==> src/rtl/mips_loader_pkg.sv <==
// Shared types and constants for the instruction-memory program loader.
package mips_loader_pkg;

    typedef enum logic [2:0] {
        IDLE,
        CNT_HI,
        CNT_LO,
        DATA,
        CHECK,
        DONE,
        ERR
    } state_e;

    localparam logic [7:0]  SYNC_BYTE  = 8'hA5;
    localparam int unsigned WORD_BYTES = 4;
    localparam int unsigned WORD_W     = 8 * WORD_BYTES;
    localparam int unsigned BYTE_IDX_W = $clog2(WORD_BYTES);

endpackage

==> src/rtl/imem_program_loader_if.sv <==
// Byte-stream input and instruction-memory write port of the program loader.
interface imem_program_loader_if #(
    parameter int unsigned ADDR_W = 32
);
    logic              rx_valid;
    logic [7:0]        rx_data;
    logic              rx_ready;
    logic              imem_we;
    logic [ADDR_W-1:0] imem_addr;
    logic [31:0]       imem_wdata;

    // master: host byte source plus memory side; slave: the loader
    modport master (
        output rx_valid, rx_data,
        input  rx_ready, imem_we, imem_addr, imem_wdata
    );

    modport slave (
        input  rx_valid, rx_data,
        output rx_ready, imem_we, imem_addr, imem_wdata
    );
endinterface

==> src/rtl/loader_word_assembler.sv <==
// Collects bytes MSB-first into a word; flags the byte that completes it.
module loader_word_assembler
    import mips_loader_pkg::*;
(
    input  logic              clk,
    input  logic              reset,
    input  logic              clr,
    input  logic              byte_valid,
    input  logic [7:0]        byte_data,
    output logic              word_ready_c,
    output logic [WORD_W-1:0] word_c
);

    logic [WORD_W-9:0]     shift_q;
    logic [BYTE_IDX_W-1:0] idx_q;

    always_ff @(posedge clk) begin
        if (reset || clr) begin
            shift_q <= '0;
            idx_q   <= '0;
        end else if (byte_valid) begin
            shift_q <= {shift_q[WORD_W-17:0], byte_data};
            idx_q   <= idx_q + BYTE_IDX_W'(1);
        end
    end

    // The completing byte bypasses the shift register so the word is usable this cycle
    assign word_ready_c = byte_valid && (idx_q == BYTE_IDX_W'(WORD_BYTES - 1));
    assign word_c       = {shift_q, byte_data};

endmodule

==> src/rtl/imem_program_loader.sv <==
// Receives a framed program image as bytes and writes it word by word into
// instruction memory, holding the core until the load finishes.
module imem_program_loader
    import mips_loader_pkg::*;
#(
    parameter int unsigned             ADDR_W    = 32,
    parameter logic [ADDR_W-1:0]       BASE_ADDR = '0,
    parameter int unsigned             MAX_WORDS = 256
) (
    input  logic                  clk,
    input  logic                  reset,
    imem_program_loader_if.slave  bus,
    output logic                  cpu_hold,
    output logic                  load_done,
    output logic                  load_error,
    output logic [15:0]           words_loaded
);

    state_e            state_q, state_n;
    logic [15:0]       count_q;
    logic [7:0]        csum_q;
    logic              fire_c, sync_c, data_byte_c, last_word_c, word_ready_c;
    logic [15:0]       cnt_c;
    logic [WORD_W-1:0] word_c;

    assign fire_c      = bus.rx_valid && bus.rx_ready;
    assign sync_c      = (state_q == IDLE) && fire_c && (bus.rx_data == SYNC_BYTE);
    assign data_byte_c = (state_q == DATA) && fire_c;
    assign cnt_c       = {count_q[15:8], bus.rx_data};
    // words_loaded still holds this word's index when its last byte arrives
    assign last_word_c = (17'(words_loaded) + 17'd1) == 17'(count_q);

    loader_word_assembler u_asm (
        .clk          (clk),
        .reset        (reset),
        .clr          (sync_c),
        .byte_valid   (data_byte_c),
        .byte_data    (bus.rx_data),
        .word_ready_c (word_ready_c),
        .word_c       (word_c)
    );

    always_ff @(posedge clk) begin
        if (reset) state_q <= IDLE;
        else       state_q <= state_n;
    end

    always_comb begin
        state_n = state_q;
        case (state_q)
            IDLE:   if (sync_c) state_n = CNT_HI;
            CNT_HI: if (fire_c) state_n = CNT_LO;
            CNT_LO: begin
                if (fire_c) begin
                    if (cnt_c == 16'd0)               state_n = CHECK;
                    else if (32'(cnt_c) > MAX_WORDS)  state_n = ERR;
                    else                              state_n = DATA;
                end
            end
            DATA:   if (word_ready_c && last_word_c) state_n = CHECK;
            CHECK:  if (fire_c) state_n = (bus.rx_data == csum_q) ? DONE : ERR;
            DONE:   state_n = IDLE;
            ERR:    state_n = IDLE;
            default: state_n = IDLE;
        endcase
    end

    // Status outputs follow the next state so they line up with the state they describe
    always_ff @(posedge clk) begin
        if (reset) begin
            bus.rx_ready   <= 1'b1;
            bus.imem_we    <= 1'b0;
            bus.imem_addr  <= '0;
            bus.imem_wdata <= '0;
            cpu_hold       <= 1'b0;
            load_done      <= 1'b0;
            load_error     <= 1'b0;
            words_loaded   <= '0;
            count_q        <= '0;
            csum_q         <= '0;
        end else begin
            bus.rx_ready <= !((state_n == DONE) || (state_n == ERR));
            cpu_hold     <= (state_n != IDLE);
            load_done    <= (state_n == DONE);
            bus.imem_we  <= word_ready_c;

            if (word_ready_c) begin
                bus.imem_addr  <= BASE_ADDR + ADDR_W'({words_loaded, 2'b00});
                bus.imem_wdata <= word_c;
            end

            if (sync_c) begin
                load_error   <= 1'b0;
                words_loaded <= '0;
                csum_q       <= '0;
            end else begin
                if (state_n == ERR) load_error <= 1'b1;
                if (word_ready_c)   words_loaded <= words_loaded + 16'd1;
                if (data_byte_c)    csum_q <= csum_q ^ bus.rx_data;
            end

            if ((state_q == CNT_HI) && fire_c) count_q[15:8] <= bus.rx_data;
            if ((state_q == CNT_LO) && fire_c) count_q[7:0]  <= bus.rx_data;
        end
    end

endmodule
==> src/flat_wrapper.sv <==
// flat-port wrapper written by rule: the top's interface ports become plain ports
module imem_program_loader_flat import mips_loader_pkg::*;
#(
    parameter int unsigned             ADDR_W    = 32,
    parameter logic [ADDR_W-1:0]       BASE_ADDR = '0,
    parameter int unsigned             MAX_WORDS = 256
)
  (clk, reset, cpu_hold, load_done, load_error, words_loaded, bus_rx_valid, bus_rx_data, bus_rx_ready, bus_imem_we, bus_imem_addr, bus_imem_wdata);
  imem_program_loader_if #(.ADDR_W(ADDR_W)) bus_i ();
  input  logic clk;
  input  logic reset;
  output logic cpu_hold;
  output logic load_done;
  output logic load_error;
  output logic [15:0] words_loaded;
  input wire logic [$bits(bus_i.rx_valid)-1:0] bus_rx_valid;
  input wire logic [$bits(bus_i.rx_data)-1:0] bus_rx_data;
  output wire logic [$bits(bus_i.rx_ready)-1:0] bus_rx_ready;
  output wire logic [$bits(bus_i.imem_we)-1:0] bus_imem_we;
  output wire logic [$bits(bus_i.imem_addr)-1:0] bus_imem_addr;
  output wire logic [$bits(bus_i.imem_wdata)-1:0] bus_imem_wdata;
  assign bus_i.rx_valid = bus_rx_valid;
  assign bus_i.rx_data = bus_rx_data;
  assign bus_rx_ready = bus_i.rx_ready;
  assign bus_imem_we = bus_i.imem_we;
  assign bus_imem_addr = bus_i.imem_addr;
  assign bus_imem_wdata = bus_i.imem_wdata;
  imem_program_loader #(.ADDR_W(ADDR_W), .BASE_ADDR(BASE_ADDR), .MAX_WORDS(MAX_WORDS)) u_core (.clk(clk), .reset(reset), .bus(bus_i), .cpu_hold(cpu_hold), .load_done(load_done), .load_error(load_error), .words_loaded(words_loaded));
endmodule
==> config.mk <==
export PLATFORM = sky130hd
export DESIGN_NAME = imem_program_loader_flat
export DESIGN_NICKNAME = d
export VERILOG_FILES = /design/src/rtl/mips_loader_pkg.sv /design/src/rtl/imem_program_loader_if.sv /design/src/rtl/loader_word_assembler.sv /design/src/rtl/imem_program_loader.sv /design/src/flat_wrapper.sv
export SDC_FILE = /design/constraint.sdc
export NUM_CORES = 1
export LEC_CHECK = 0
export BUFFER_PORTS_ARGS = -buffer_cell sky130_fd_sc_hd__buf_2
export CAP_MARGIN = 20
export CORE_MARGIN = 5
export CORE_UTILIZATION = 60
export CTS_BUF_LIST = sky130_fd_sc_hd__clkbuf_8 sky130_fd_sc_hd__clkbuf_16
export CTS_CLUSTER_SIZE = 12
export DETAILED_ROUTE_END_ITERATION = 8
export PLACE_DENSITY = 0.95
export SLEW_MARGIN = 20
export SYNTH_ARGS = -nofsm -noshare
export SYNTH_HDL_FRONTEND = slang
export SYNTH_SLANG_ARGS = --single-unit
==> constraint.sdc <==
create_clock -name clk -period 6.06 [get_ports clk]
set_input_delay 0.909 -clock clk [delete_from_list [all_inputs] [get_ports clk]]
set_output_delay 0.909 -clock clk [all_outputs]
set_load 0.01 [all_outputs]
### Word-level counts from Yosys, hierarchy flattened

Index checks and enable logic that the tools add are counted.

| word-level totals | value |
|---|---|
| flip-flop bits (word level) | 122 |
| bits of input ports | 11 |
| output and inout port bits | 85 |
| logic and storage cells | 53 |

| operators by class | value |
|---|---|
| $add $sub $neg | 3 |
| order comparisons | 1 |
| equal/unequal tests | 10 |
| muxes and demuxes | 9 |
| bitwise logic cells | 1 |
| reduce and logical (&&, ||, !) cells | 15 |

Operators with widths:

| kind | count |
|---|---|
| 3-bit two-way mux | 7 |
| 16-bit by 1-bit adder with 17-bit output, second input constant | 1 |
| 17-bit by 16-bit == test with 1-bit output | 1 |
| 16-bit by 1-bit adder with 16-bit output, second input constant | 1 |
| 16-bit by 9-bit greater-than comparator with 1-bit output, second input constant | 1 |
| 16-bit logical NOT | 1 |
| 3-bit case mux with 5 select lines | 1 |
| 3-bit == test, second input constant | 3 |
| 8-bit == test | 1 |
| 8-bit == test, second input constant | 1 |
| 1-bit logical AND | 8 |
| 8-bit bitwise XOR | 1 |
| 3-bit by 2-bit == test with 1-bit output, second input constant | 2 |
| 3-bit by 1-bit == test with 1-bit output, second input constant | 1 |
| 3-bit logical NOT | 1 |
| 3-bit nonzero test | 1 |
| 2-bit by 1-bit adder with 2-bit output, second input constant | 1 |
| 2-bit == test, second input constant | 1 |
| 1-bit logical OR | 2 |
| 2-bit two-way mux | 1 |
| 2-bit OR reduction | 1 |
| 1-bit logical NOT | 1 |

### Depth between registers and ports, before layout

| depth | value |
|---|---|
| word-level depth | 9 |
| depth in mapped cells | 9 |
| mapped depth without buffers | 7 |

### Cells and area by module

From an unflattened synthesis, not the netlist that was laid out.

| second synthesis, totals | value |
|---|---|
| cell total of the unflattened synthesis | 589 |
| area total of the unflattened synthesis | 5509.0 um2 |

By module, submodules not included:

| module | instances | cells each | area an instance (um2) | seq. area each (um2) |
|---|---|---|---|---|
| imem_program_loader | 1 | 494 | 4469.3 | 1921.8 |
| loader_word_assembler | 1 | 95 | 1039.7 | 520.5 |

### Least setup slack after synthesis

Ideal clock, no wire load.

| timing path | value |
|---|---|
| kind | in2reg |
| start | in bus_rx_data[0] |
| end | reg u_core.load_done |
| setup time | 116 ps |
| arrival | 2535 ps |
| data required time | 5944 ps |
| path slack | 3409 ps |
| cell stages on the path | 7 |
| buffers on the path | 1 |
| cell sequence | clkbuf_1 -> nor4_1 -> a21boi_0 -> or3b_1 -> a22oi_1 -> inv_1 -> o211a_1 |

| between the ends | value |
|---|---|
| word-level cells in the longest chain between the ends | 6 |
| elaborated cells between the ends (all ways) | 13 |
| classes of those cells | order compare: 1; eq/ne: 3; mux: 7; reduce/logical: 2 |

RTL lines:

| what | RTL line | RTL |
|---|---|---|
| from (decl) | flat_wrapper.sv:17 | `input wire logic [$bits(bus_i.rx_data)-1:0] bus_rx_data;` |
| 16-bit by 9-bit greater-than comparator with 1-bit output | imem_program_loader.sv:56 | `else if (32'(cnt_c) > MAX_WORDS) state_n = ERR;` |
| 3-bit two-way mux | imem_program_loader.sv:56 |  |
| 3-bit two-way mux | imem_program_loader.sv:55 | `if (cnt_c == 16'd0) state_n = CHECK;` |
| 3-bit two-way mux | imem_program_loader.sv:54 | `if (fire_c) begin` |
| 3-bit case mux with 5 select lines * | imem_program_loader.sv:50 | `case (state_q)` |
| 3-bit == test * | imem_program_loader.sv:84 | `load_done <= (state_n == DONE);` |
| to (signal assigned) | imem_program_loader.sv:84 |  |
| to (decl) | imem_program_loader.sv:14 | `output logic load_done,` |

Every way passes the cells marked *; elsewhere a longest branch is shown, timed or not.
A chain may end at the register's enable or synchronous reset.

### Worst setup path in the final report

| timing path | value |
|---|---|
| start | reg u_core.state_q[0] |
| end | reg u_core.bus.rx_ready |

| between the ends | value |
|---|---|
| word-level cells in the longest chain between the ends | 9 |
| elaborated cells between the ends (all ways) | 20 |
| classes of those cells | eq/ne: 6; mux: 6; reduce/logical: 8 |

RTL lines:

| what | RTL line | RTL |
|---|---|---|
| from (decl) | imem_program_loader.sv:19 | `state_e state_q, state_n;` |
| from (signal assigned) | imem_program_loader.sv:45 | `else state_q <= state_n;` |
| 3-bit by 2-bit == test with 1-bit output | imem_program_loader.sv:28, imem_program_loader.sv:50 |  |
| 1-bit logical AND | imem_program_loader.sv:28 | `assign data_byte_c = (state_q == DATA) && fire_c;` |
| 1-bit logical AND | loader_word_assembler.sv:28 | `assign word_ready_c = byte_valid && (idx_q == BYTE_IDX_W'(WORD_BYTES - 1));` |
| 1-bit logical AND | imem_program_loader.sv:60 | `DATA: if (word_ready_c && last_word_c) state_n = CHECK;` |
| 3-bit two-way mux | imem_program_loader.sv:60 |  |
| 3-bit case mux with 5 select lines * | imem_program_loader.sv:50 |  |
| 3-bit == test | imem_program_loader.sv:82 | `bus.rx_ready <= !((state_n == DONE) \|\| (state_n == ERR));` |
| 1-bit logical OR * | imem_program_loader.sv:82 |  |
| 1-bit logical NOT * | imem_program_loader.sv:82 |  |
| to (signal assigned) | imem_program_loader.sv:82 |  |
| to (decl) | imem_program_loader_if.sv:20 | `output rx_ready, imem_we, imem_addr, imem_wdata` |

Marks and branches as above.

==> flow_summary_export.csv <==
group,metric,value,unit
floorplanning,coreArea,8590,µm²
drt,drt_first_iter_violations,417,
worst_setup_path,slowest_delay,1010,ps
global_routing,groute.layer.met3.usage,7.11,%
synthesis,synth_sequential_area_ratio,46.7,%
placement,place_hpwl,8430,µm
sta,totalNegativeSetupSlack,0,ps
sta,setup_viol,0,
sta,max_slew.worst_pin.slew,1100,ps
synthesis,synthArstFlopShare,0,%
worst_setup_path,slowest_stage,"and4_2",
pwr,leakage,2.38,nW
drt,drc,0,
placement,placed_cells_incl_taps,788,
floorplanning,dieArea,10700,µm²
floorplanning,start_util,60.9,%
global_routing,grtUsageMet2,43.2,%
cts,htreeDepth,4,
synthesis,average_cell_area_after_synthesis,8.08,µm²
synthesis,synth_enable_flop_cells,0,
synthesis,syn-instance-count,647,
worst_hold_path,worstHoldEndpoint,"u_core.bus.imem_addr[9]",
floorplanning,std_cell_rows,34,
cells_and_area,layout.cells.most_common_list,"nand2_1, dfxtp_1, a21oi_1, buf_2, nor2_1",
cts,cts_root_buffer,"clkbuf_8",
cells_and_area,drive_above_1_share,17.1,%
cts,cts_tree,"built",
cells_and_area,final_common_cell,"nand2_1",
sta,final-max-slew-violation-count,0,
cells_and_area,final_util,71.5,%
sta,maxClockFrequency,0.306,GHz
worst_setup_path,cp-start-kind,"flip-flop",
cts,cts_resized,0,
floorplanning,die_width,103,µm
sta,post-route-period-util,53.9,%
cells_and_area,sequential_cell_area,2440,µm²
global_routing,met1_track_demand_over_resource,31.4,%
worst_setup_path,worstReg2RegStart,"u_core.state_q[0]",
sta,period_needed,3270,ps
sta,final-hold-violation-count,0,
drt,ant_nets,0,
worst_setup_path,crit-reg2reg-capture,"u_core.bus.rx_ready",
drt,routed_via_density,5.75,
drt,vias,4716,
cells_and_area,n_antenna_cell,0,
synthesis,yosysTopAreaCellShare,46.7,%
sta,fin_worst_hold_slack,450,ps
synthesis,yosys-top-cells-area,"dfxtp_1, nand2_1, a21oi_1",
global_routing,grt-busiest-layer,"met2",
worst_setup_path,worstSetupEndpointType,"flip-flop",
drt,wl,13200,µm
global_routing,overflow,0,
global_routing,number_of_global_route_vias_before_repair,4521,
global_routing,largest_net_degree_at_the_start_of_global_routing,68,
worst_setup_path,r2r_slack,2790,ps
cts,cts_setup_buffers,0,
placement,buffer_ports.inserted,79,
cts,worstSkewPairLatency,520,ps
cells_and_area,multi_input_area,2520,µm²
status,run_status,"finished clean",
cts,clk_path_buf_depth,2,
sta,setup_repair_after_global_routing_missed_its_margin,"no",
cts,clk_pin_slew,60,ps
pwr,design_power_total,1.85,mW
cts,cts.hold.buffers_added,0,
placement,gpl.final_weighted_congestion,0.869,
flow_run,maxCapViolCount,0,
cells_and_area,flow.area_growth_from_synthesis,17.4,%
cells_and_area,finish.net_count,712,
global_routing,global_route.usage.total,25.8,%
worst_setup_path,r2r_worst_path_depth,6,
sta,finalClockSkew,5.52,ps
worst_setup_path,critPathArrivalTime,3670,ps
pwr,power.density,300,nW/µm²
cts,tritoncts.num_buffers,17,
cells_and_area,nFillCells,610,
cells_and_area,finish.cell_count_without_fillers,820,
worst_hold_path,min_from,"u_core.bus.imem_addr[9]",
synthesis,synth_ff_type,"dfxtp_1",
worst_setup_path,critical_path.cell_chain,"and3b_1, and4_2, nand3_1, a2111oi_1, nand4_1, a211o_1",
worst_hold_path,worst_hold_class,"flip-flop to flip-flop",
drt,drt_pre_antenna_iters,6,
synthesis,synth-seq-cells,122,
worst_setup_path,worst-endpoint-required,6470,ps
worst_hold_path,worst_hold_path.num_cells,2,
cts,clkSinkCount,122,
worst_setup_path,crit_path_max_fanout,58,
sta,relSlewSlack,26.7,%
global_routing,wire_length_of_the_first_global_routing_pass,21500,µm
synthesis,synth_cell_type_count,51,
drt,drt-wirelength-per-cell,16.1,µm
global_routing,number_of_antenna_violations_at_the_first_check_in_global_routing,0,
synthesis,synth_largest_area_cell,"dfxtp_1",
synthesis,synthesis.yosys.warnings,0,
synthesis,synth_area,5230,µm²
floorplanning,top_level_i_o_count,96,
pwr,vdd_ir_drop_max,0.186,mV
floorplanning,dieHeight,103,µm
worst_setup_path,worst-setup-path-type,"flip-flop to flip-flop",
-- flip-flops by register name (all words and copies together) (netlist names) --
| register | flops |
|---|---|
| u_core.csum_q | 8 |
| u_core.bus.imem_addr | 16 |
| u_core.cpu_hold | 1 |
| u_core.load_error | 1 |
| u_core.u_asm.idx_q | 2 |
| u_core.state_q | 3 |
| u_core.u_asm.shift_q | 24 |
| u_core.words_loaded | 16 |
| u_core.bus.imem_we | 1 |
| u_core.count_q | 16 |
| u_core.bus.rx_ready | 1 |
| u_core.bus.imem_wdata | 32 |
| u_core.load_done | 1 |
-- per-layer routing --
layer  wire [µm]  up-vias
li1            -     2214
met1        5230     2192
met2        6390      254
met3        1100       56
met4         468        0
met5           0        -
-- synthesized netlist by cell type (2+ instances only) --
master and instances:
nor2_1 46, or3b_1 2, a311oi_1 2, clkbuf_1 39
o21ai_0 3, nand2b_1 3, xor2_1 28, o31ai_1 2
nand2_1 176, nor4_1 8, ha_1 2, inv_1 5
and4_1 2, nand3_1 7, or4_1 3, xnor2_1 25
nand3b_1 2, dfxtp_1 122, mux2i_1 8, nor3_1 8
a21oi_1 87, nand4_1 11, nand4_2 2, nor2b_1 4
buf_2 3, buf_4 21, nor4b_1 2
-- layout make-up --
cell class | instances | area share [%]
clock inverters | 14 | 2.81
inverters | 5 | 0.306
flip-flops and latches | 122 | 39.8
well taps | 108 | 2.20
multi-input cells | 471 | 41.1
repair buffers | 82 | 6.84
clock buffers | 18 | 6.97
-- cells by family (layout without fill, tap and decap cells) --
family / count (synthesis) / count (layout) / share of synthesized area [%]
fa+ha+maj: 2 / 2 / 0.478
xor+xnor: 53 / 53 / 8.88
compound gates: 109 / 109 / 12.1
flops: 122 / 122 / 46.7
mux: 8 / 8 / 1.53
simple gates: 283 / 283 / 23.7
buf+inv: 69 / 119 / 6.53
other cells: 1 / 16 / 0.0717
-- through the flow --
stage               setup slack [ps]  instance area [µm²]
floorplan                       3410                 5290
global placement                2820                 5520
detailed placement              2610                 5530
CTS                             2830                 6130
global route                    2530                 6140
finish                          2790                 6140
-- worst max-delay path: cells and delay by family (launching register included) --
family             cells  cell delay, ps
AOI/OAI and AO/OA      2             900
DFF                    1             470
and+or+nand+nor        4            1790
-- power by group --
group / total (mW) / switching (mW) / internal (mW)
combinational: 0.0340 / 0.0281 / 0.00588
sequential: 0.802 / 0.000104 / 0.802
clock: 1.01 / 0.371 / 0.638
total: 1.85 / 0.400 / 1.45
-- worst max path at each step --
stage / startpoint / endpoint / cells past startpoint
2_1_floorplan: bus_rx_data[0] / u_core.load_done / 7
3_3_place_gp: bus_rx_valid / u_core.bus.rx_ready / 6
3_5_place_dp: bus_rx_valid / u_core.bus.rx_ready / 6
4_1_cts: u_core.state_q[0] / u_core.bus.rx_ready / 6
5_1_grt: u_core.state_q[0] / u_core.bus.rx_ready / 6
6_report: u_core.state_q[0] / u_core.bus.rx_ready / 6
(Power assumes the default switching activity.)
